## config.mk

```make
export PLATFORM = sky130hd
export DESIGN_NAME = gennum_spi_reg_engine
export DESIGN_NICKNAME = d
export VERILOG_FILES = /design/src/rtl/gennum_spi_reg_engine.sv
export SDC_FILE = /design/constraint.sdc
export NUM_CORES = 1
export LEC_CHECK = 0
export BUFFER_PORTS_ARGS = -buffer_cell sky130_fd_sc_hd__buf_2
export CAP_MARGIN = 20
export CORE_MARGIN = 1
export CORE_UTILIZATION = 60
export CTS_CLUSTER_SIZE = 10
export DETAILED_ROUTE_END_ITERATION = 8
export PLACE_DENSITY_LB_ADDON = 0.08
export RECOVER_POWER = 50
export SLEW_MARGIN = 10
export SYNTH_ARGS = -nofsm -noshare
export SYNTH_HDL_FRONTEND = slang
export SYNTH_SLANG_ARGS = --single-unit
```

## constraint.sdc

```tcl
create_clock -name clk -period 4.55 [get_ports clk]
set_input_delay 0.91 -clock clk [delete_from_list [all_inputs] [get_ports clk]]
set_output_delay 0.91 -clock clk [all_outputs]
set_load 0.05 [all_outputs]
```

## src/rtl/gennum_spi_reg_engine.sv

```systemverilog
// SPI register engine for Gennum SDI devices: single host read/write
// transactions plus autonomous poll sweeps into a packed shadow bus.
//
// state  | meaning
// -------+----------------------------------------------------------
// IDLE   | CS high, waiting for a host transaction or a poll entry
// CMD    | shifting the command word {rnw, pad, addr} out on MOSI
// WDATA  | shifting write data out on MOSI
// RWAIT  | idle bit times between read command and read data
// RDATA  | sampling read data from MISO
// GAP    | CS high for the inter-transaction gap
module gennum_spi_reg_engine #(
  parameter int CLK_DIV        = 20,
  parameter int ADDR_W         = 12,
  parameter int DATA_W         = 16,
  parameter int NUM_POLL       = 6,
  parameter logic [NUM_POLL*ADDR_W-1:0] POLL_ADDRS =
    {12'h007, 12'h006, 12'h022, 12'h021, 12'h020, 12'h01f},
  parameter int READ_WAIT_BITS = 5,
  parameter int CMD_GAP_BITS   = 10
) (
  input  logic                       clk,
  input  logic                       rst_b,
  input  logic                       host_req,
  output logic                       host_ready,
  input  logic                       host_we,
  input  logic [ADDR_W-1:0]          host_addr,
  input  logic [DATA_W-1:0]          host_wdata,
  output logic                       host_done,
  output logic [DATA_W-1:0]          host_rdata,
  input  logic                       poll_start,
  output logic                       poll_busy,
  output logic                       poll_done,
  output logic [NUM_POLL*DATA_W-1:0] shadow,
  output logic                       spi_cs,
  output logic                       spi_sck,
  output logic                       spi_mosi,
  input  logic                       spi_miso
);

  localparam int HALF    = CLK_DIV / 2;
  localparam int DIV_W   = (HALF > 1) ? $clog2(HALF) : 1;
  localparam int CNT_MAX = (DATA_W > READ_WAIT_BITS)
                         ? ((DATA_W > CMD_GAP_BITS) ? DATA_W : CMD_GAP_BITS)
                         : ((READ_WAIT_BITS > CMD_GAP_BITS) ? READ_WAIT_BITS : CMD_GAP_BITS);
  localparam int CNT_W   = $clog2(CNT_MAX + 1);

  localparam logic [2:0] S_IDLE  = 3'd0;
  localparam logic [2:0] S_CMD   = 3'd1;
  localparam logic [2:0] S_WDATA = 3'd2;
  localparam logic [2:0] S_RWAIT = 3'd3;
  localparam logic [2:0] S_RDATA = 3'd4;
  localparam logic [2:0] S_GAP   = 3'd5;

  logic [DIV_W-1:0]  div_cnt;
  logic              phase;
  logic              tick, fall_tick, rise_tick;
  logic [2:0]        state;
  logic [CNT_W-1:0]  bit_cnt;
  logic [DATA_W-1:0] shift_out, shift_in, cmd_word;
  logic              cur_host, cur_rnw;
  logic [3:0]        poll_idx;
  logic              h_we;
  logic [ADDR_W-1:0] h_addr;
  logic [DATA_W-1:0] h_wdata;

  assign tick      = (div_cnt == DIV_W'(HALF - 1));
  assign fall_tick = tick & phase;
  assign rise_tick = tick & ~phase;

  // Free-running half-period divider; phase is the internal SCK phase.
  always_ff @(posedge clk or negedge rst_b) begin
    if (!rst_b) begin
      div_cnt <= '0;
      phase   <= 1'b0;
    end else if (tick) begin
      div_cnt <= '0;
      phase   <= ~phase;
    end else begin
      div_cnt <= div_cnt + 1'b1;
    end
  end

  // Command word for the next frame: a pending host transaction wins.
  always_comb begin
    cmd_word = '0;
    if (!host_ready) begin
      cmd_word[DATA_W-1]   = ~h_we;
      cmd_word[ADDR_W-1:0] = h_addr;
    end else begin
      cmd_word[DATA_W-1]   = 1'b1;
      cmd_word[ADDR_W-1:0] = POLL_ADDRS[int'(poll_idx)*ADDR_W +: ADDR_W];
    end
  end

  // Host handshake, poll sequencing and the SPI frame state machine.
  always_ff @(posedge clk or negedge rst_b) begin
    if (!rst_b) begin
      state      <= S_IDLE;
      bit_cnt    <= '0;
      shift_out  <= '0;
      shift_in   <= '0;
      cur_host   <= 1'b0;
      cur_rnw    <= 1'b0;
      poll_idx   <= '0;
      h_we       <= 1'b0;
      h_addr     <= '0;
      h_wdata    <= '0;
      host_ready <= 1'b1;
      host_done  <= 1'b0;
      host_rdata <= '0;
      poll_busy  <= 1'b0;
      poll_done  <= 1'b0;
      shadow     <= '0;
      spi_cs     <= 1'b1;
      spi_sck    <= 1'b0;
      spi_mosi   <= 1'b0;
    end else begin
      host_done <= 1'b0;
      poll_done <= 1'b0;

      if (host_req && host_ready) begin
        host_ready <= 1'b0;
        h_we       <= host_we;
        h_addr     <= host_addr;
        h_wdata    <= host_wdata;
      end

      if (poll_start && state == S_IDLE && !poll_busy) begin
        poll_busy <= 1'b1;
        poll_idx  <= '0;
      end

      case (state)
        S_IDLE: begin
          if (fall_tick && (!host_ready || poll_busy)) begin
            cur_host  <= ~host_ready;
            cur_rnw   <= cmd_word[DATA_W-1];
            spi_cs    <= 1'b0;
            spi_mosi  <= cmd_word[DATA_W-1];
            shift_out <= cmd_word << 1;
            bit_cnt   <= CNT_W'(DATA_W - 1);
            state     <= S_CMD;
          end
        end
        S_CMD, S_WDATA, S_RDATA: begin
          if (rise_tick) begin
            spi_sck <= 1'b1;
            if (state == S_RDATA) shift_in <= {shift_in[DATA_W-2:0], spi_miso};
          end else if (fall_tick) begin
            spi_sck <= 1'b0;
            if (bit_cnt != '0) begin
              bit_cnt <= bit_cnt - 1'b1;
              if (state != S_RDATA) begin
                spi_mosi  <= shift_out[DATA_W-1];
                shift_out <= shift_out << 1;
              end
            end else if (state == S_CMD && !cur_rnw) begin
              spi_mosi  <= h_wdata[DATA_W-1];
              shift_out <= h_wdata << 1;
              bit_cnt   <= CNT_W'(DATA_W - 1);
              state     <= S_WDATA;
            end else if (state == S_CMD) begin
              spi_mosi <= 1'b0;
              bit_cnt  <= CNT_W'(READ_WAIT_BITS);
              state    <= S_RWAIT;
            end else begin
              // CS rises half a period after the last rising SCK edge.
              spi_cs   <= 1'b1;
              spi_mosi <= 1'b0;
              bit_cnt  <= CNT_W'(CMD_GAP_BITS);
              state    <= S_GAP;
              if (state == S_RDATA && !cur_host)
                shadow[int'(poll_idx)*DATA_W +: DATA_W] <= shift_in;
            end
          end
        end
        S_RWAIT: begin
          if (fall_tick) begin
            if (bit_cnt <= CNT_W'(1)) begin
              bit_cnt <= CNT_W'(DATA_W - 1);
              state   <= S_RDATA;
            end else begin
              bit_cnt <= bit_cnt - 1'b1;
            end
          end
        end
        S_GAP: begin
          if (fall_tick) begin
            if (bit_cnt <= CNT_W'(1)) begin
              state <= S_IDLE;
              if (cur_host) begin
                host_done  <= 1'b1;
                host_ready <= 1'b1;
                if (cur_rnw) host_rdata <= shift_in;
              end else if (poll_idx == 4'(NUM_POLL - 1)) begin
                poll_busy <= 1'b0;
                poll_done <= 1'b1;
              end else begin
                poll_idx <= poll_idx + 4'd1;
              end
            end else begin
              bit_cnt <= bit_cnt - 1'b1;
            end
          end
        end
        default: state <= S_IDLE;
      endcase
    end
  end

endmodule

```

==> impl_metrics.env <==
export IMPL_crit_path_max_fanout=32
export IMPL_rsz0062_at_grt="no"
export IMPL_grtUsageMet3=0.0590
export IMPL_mostFrequentLayoutCell="dfrtp_1"
export IMPL_first_iter_violations=506
export IMPL_power_density_nw_per_um2=330
export IMPL_fin_nets=1021
export IMPL_grt_antenna_before_repair=0
export IMPL_holdPathStages=2
export IMPL_clock_root_buffer="clkbuf_16"
export IMPL_row_count=43
export IMPL_worstSetupPathType="flip-flop to flip-flop"
export IMPL_place_congestion=0.861
export IMPL_via_per_inst=5.82
export IMPL_rrSetupSlack_ps=990
export IMPL_slew_viol_final=110
export IMPL_clk_pin_slew_ps=60
export IMPL_clk_latency_ps=430
export IMPL_die_h_um=123
export IMPL_mostFrequentLayoutCells="dfrtp_1, nand2_1, buf_2, o21ai_0, mux2_2"
export IMPL_grt_pass1_wl_um=33500
export IMPL_synthesis_area_um2=8750
export IMPL_vdd_drop_max_uv=257
export IMPL_start_util=0.623
export IMPL_synth_avg_cell_area_um2=10.4
export IMPL_arrival_ps=3830
export IMPL_crit_path_end_kind="flip-flop"
export IMPL_yosys_warnings=0
export IMPL_fin_crit_sh=0.783
export IMPL_cts_resized_gates=0
export IMPL_overflow=0
export IMPL_cts_tree="yes"
export IMPL_die_x_um=123
export IMPL_drtAntennaViolNets=0
export IMPL_final_min_clock_period_ps=3560
export IMPL_busiest_layer="met2"
export IMPL_hold_viol=0
export IMPL_async_reset_ff_frac=1.00
export IMPL_ys_seq_elements=198
export IMPL_leakage_uw=0.00485
export IMPL_final_core_util=0.718
export IMPL_routed_wl_um=21100
export IMPL_core_area_um2=14000
export IMPL_place_port_buffers=152
export IMPL_cp_required_ps=4820
export IMPL_met2_usage=0.481
export IMPL_totalPowerFinal_uw=3330
export IMPL_post_drt_wl_per_cell_um=18.1
export IMPL_final_setup_tns_ps=0
export IMPL_groute_usage_overall=0.296
export IMPL_h_tree_depth=4
export IMPL_slew_headroom=-0.799
export IMPL_hold_class="flip-flop to flip-flop"
export IMPL_drt_first_pass_iters=7
export IMPL_cts_hold_buffers=0
export IMPL_gr_usage_met1=0.384
export IMPL_num_antenna_cells=0
export IMPL_setup_viol=0
export IMPL_fmax_ghz=0.281
export IMPL_clkSinkCount=198
export IMPL_start_kind="flip-flop"
export IMPL_cts_setup_buffers=0
export IMPL_r2r_start="poll_idx[0]$_DFF_PN0_"
export IMPL_dp_hpwl_um=14400
export IMPL_fin_skew_ps=5.24
export IMPL_io_pins=153
export IMPL_tightest_slew_ps=2700
export IMPL_syn_instance_count=843
export IMPL_violations="max-capacitance violations, max-slew violations"
export IMPL_min_from="shadow[18]$_DFFE_PN0P_"
export IMPL_dieArea_um2=15100
export IMPL_grt_max_degree=110
export IMPL_cts_buffers=17
export IMPL_worstReg2RegEnd="shadow[7]$_DFFE_PN0P_"
export IMPL_nFillCells=1044
export IMPL_worstRegToRegCells=9
export IMPL_num_vias=6784
export IMPL_clockBufferDepth=2
export IMPL_drc=0
export IMPL_synthFlopType="dfrtp_1"
export IMPL_syn_nets=887
export IMPL_status="finished, violations left"
export IMPL_synth_edf_count=0
export IMPL_min_to="shadow[18]$_DFFE_PN0P_"
export IMPL_synth_seq_area_share=0.567
export IMPL_syn_to_final_growth_pct=15.3
export IMPL_grt_pass1_vias=6491
export IMPL_ys_types=62
export IMPL_drv_cap=1
export IMPL_drive_above_1_share=0.262
sequential cells by signal, summed over array words and instances, names as in the netlist, 3 cells and up:
signal,count
poll_idx,4
shift_in,16
shift_out,15
div_cnt,4
state,3
host_rdata,16
bit_cnt,5
h_addr,12
shadow,96
h_wdata,16
metrics by stage:
| stage | instance area [µm²] | cells | hold WS, ps | setup slack (ps) |
|---|---|---|---|---|
| finish | 10100 | 1166 | 475 | 990 |
| global route | 10100 | 1166 | 508 | 520 |
| CTS | 10100 | 1164 | 479 | 1060 |
| detailed placement | 9610 | 1136 | 465 | 1090 |
| global placement | 9580 | 1134 | 458 | 1300 |
| floorplan | 8750 | 843 | 471 | 1980 |
final cells by class:
type,instances,area (µm²),share of cell area
Sequential cell,198,4960,0.492
Timing Repair Buffer,165,835,0.0828
Inverter,27,101,0.0101
Multi-Input combinational cell,568,3450,0.342
Clock inverter,3,21.3,0.00211
Tap cell,180,225,0.0223
Clock buffer,25,495,0.0491
power breakdown:
part | switching, µW | internal, µW | leakage [µW]
clock network | 608 | 746 | 0.000251
logic | 91.7 | 58.5 | 0.00192
registers | 26.3 | 1800 | 0.00268
total | 726 | 2600 | 0.00485
synth_stat cells (all sizes together) (10+ instances only):
cell type | instances | area share
o21ai | 112 | 0.065
ha | 10 | 0.014
a31oi | 15 | 0.011
a21oi | 21 | 0.012
mux2 | 78 | 0.10
clkbuf | 34 | 0.015
nand3 | 29 | 0.018
buf | 16 | 0.012
nand2 | 189 | 0.081
nor2 | 17 | 0.0073
dfrtp | 196 | 0.56
inv | 25 | 0.011
nor3 | 14 | 0.011
worst max-delay path by stage:
stage                          start                     end  depth (start not counted)
6_report       poll_idx[0]$_DFF_PN0_   shadow[7]$_DFFE_PN0P_                          9
2_1_floorplan  poll_idx[0]$_DFF_PN0_  shadow[48]$_DFFE_PN0P_                          9
4_1_cts        poll_idx[0]$_DFF_PN0_  shadow[79]$_DFFE_PN0P_                          9
5_1_grt        poll_idx[0]$_DFF_PN0_   shadow[7]$_DFFE_PN0P_                          9
3_3_place_gp   poll_idx[0]$_DFF_PN0_  shadow[69]$_DFFE_PN0P_                          9
3_5_place_dp   poll_idx[0]$_DFF_PN0_  shadow[79]$_DFFE_PN0P_                          9
routing by layer:
layer | part of all wire | routed length (µm)
met1 | 0.42 | 8970
met2 | 0.49 | 10400
met3 | 0.058 | 1230
met4 | 0.027 | 568
met5 | 0 | 0
cell families (layout without fill, tap and decap cells):
family / Yosys count / after routing / share of synthesized area
and+or+nand+nor: 297 / 297 / 0.160
DFF: 198 / 198 / 0.567
AOI/OAI and AO/OA: 179 / 179 / 0.116
muxes: 79 / 79 / 0.102
buffers and inverters: 77 / 220 / 0.0382
adders and majority gates: 10 / 10 / 0.0143
xor gates and xnor gates: 3 / 3 / 0.00300
critical path: stages (launching register included):
cell      delay (ps)
dfrtp_1          640
clkinv_1         140
buf_4            230
ha_1             250
ha_1             380
nor4b_1          410
and4_1           240
nand3_1          690
nand2_1          300
o21ai_0          110
No activity file was read; power rests on OpenSTA's default activity.
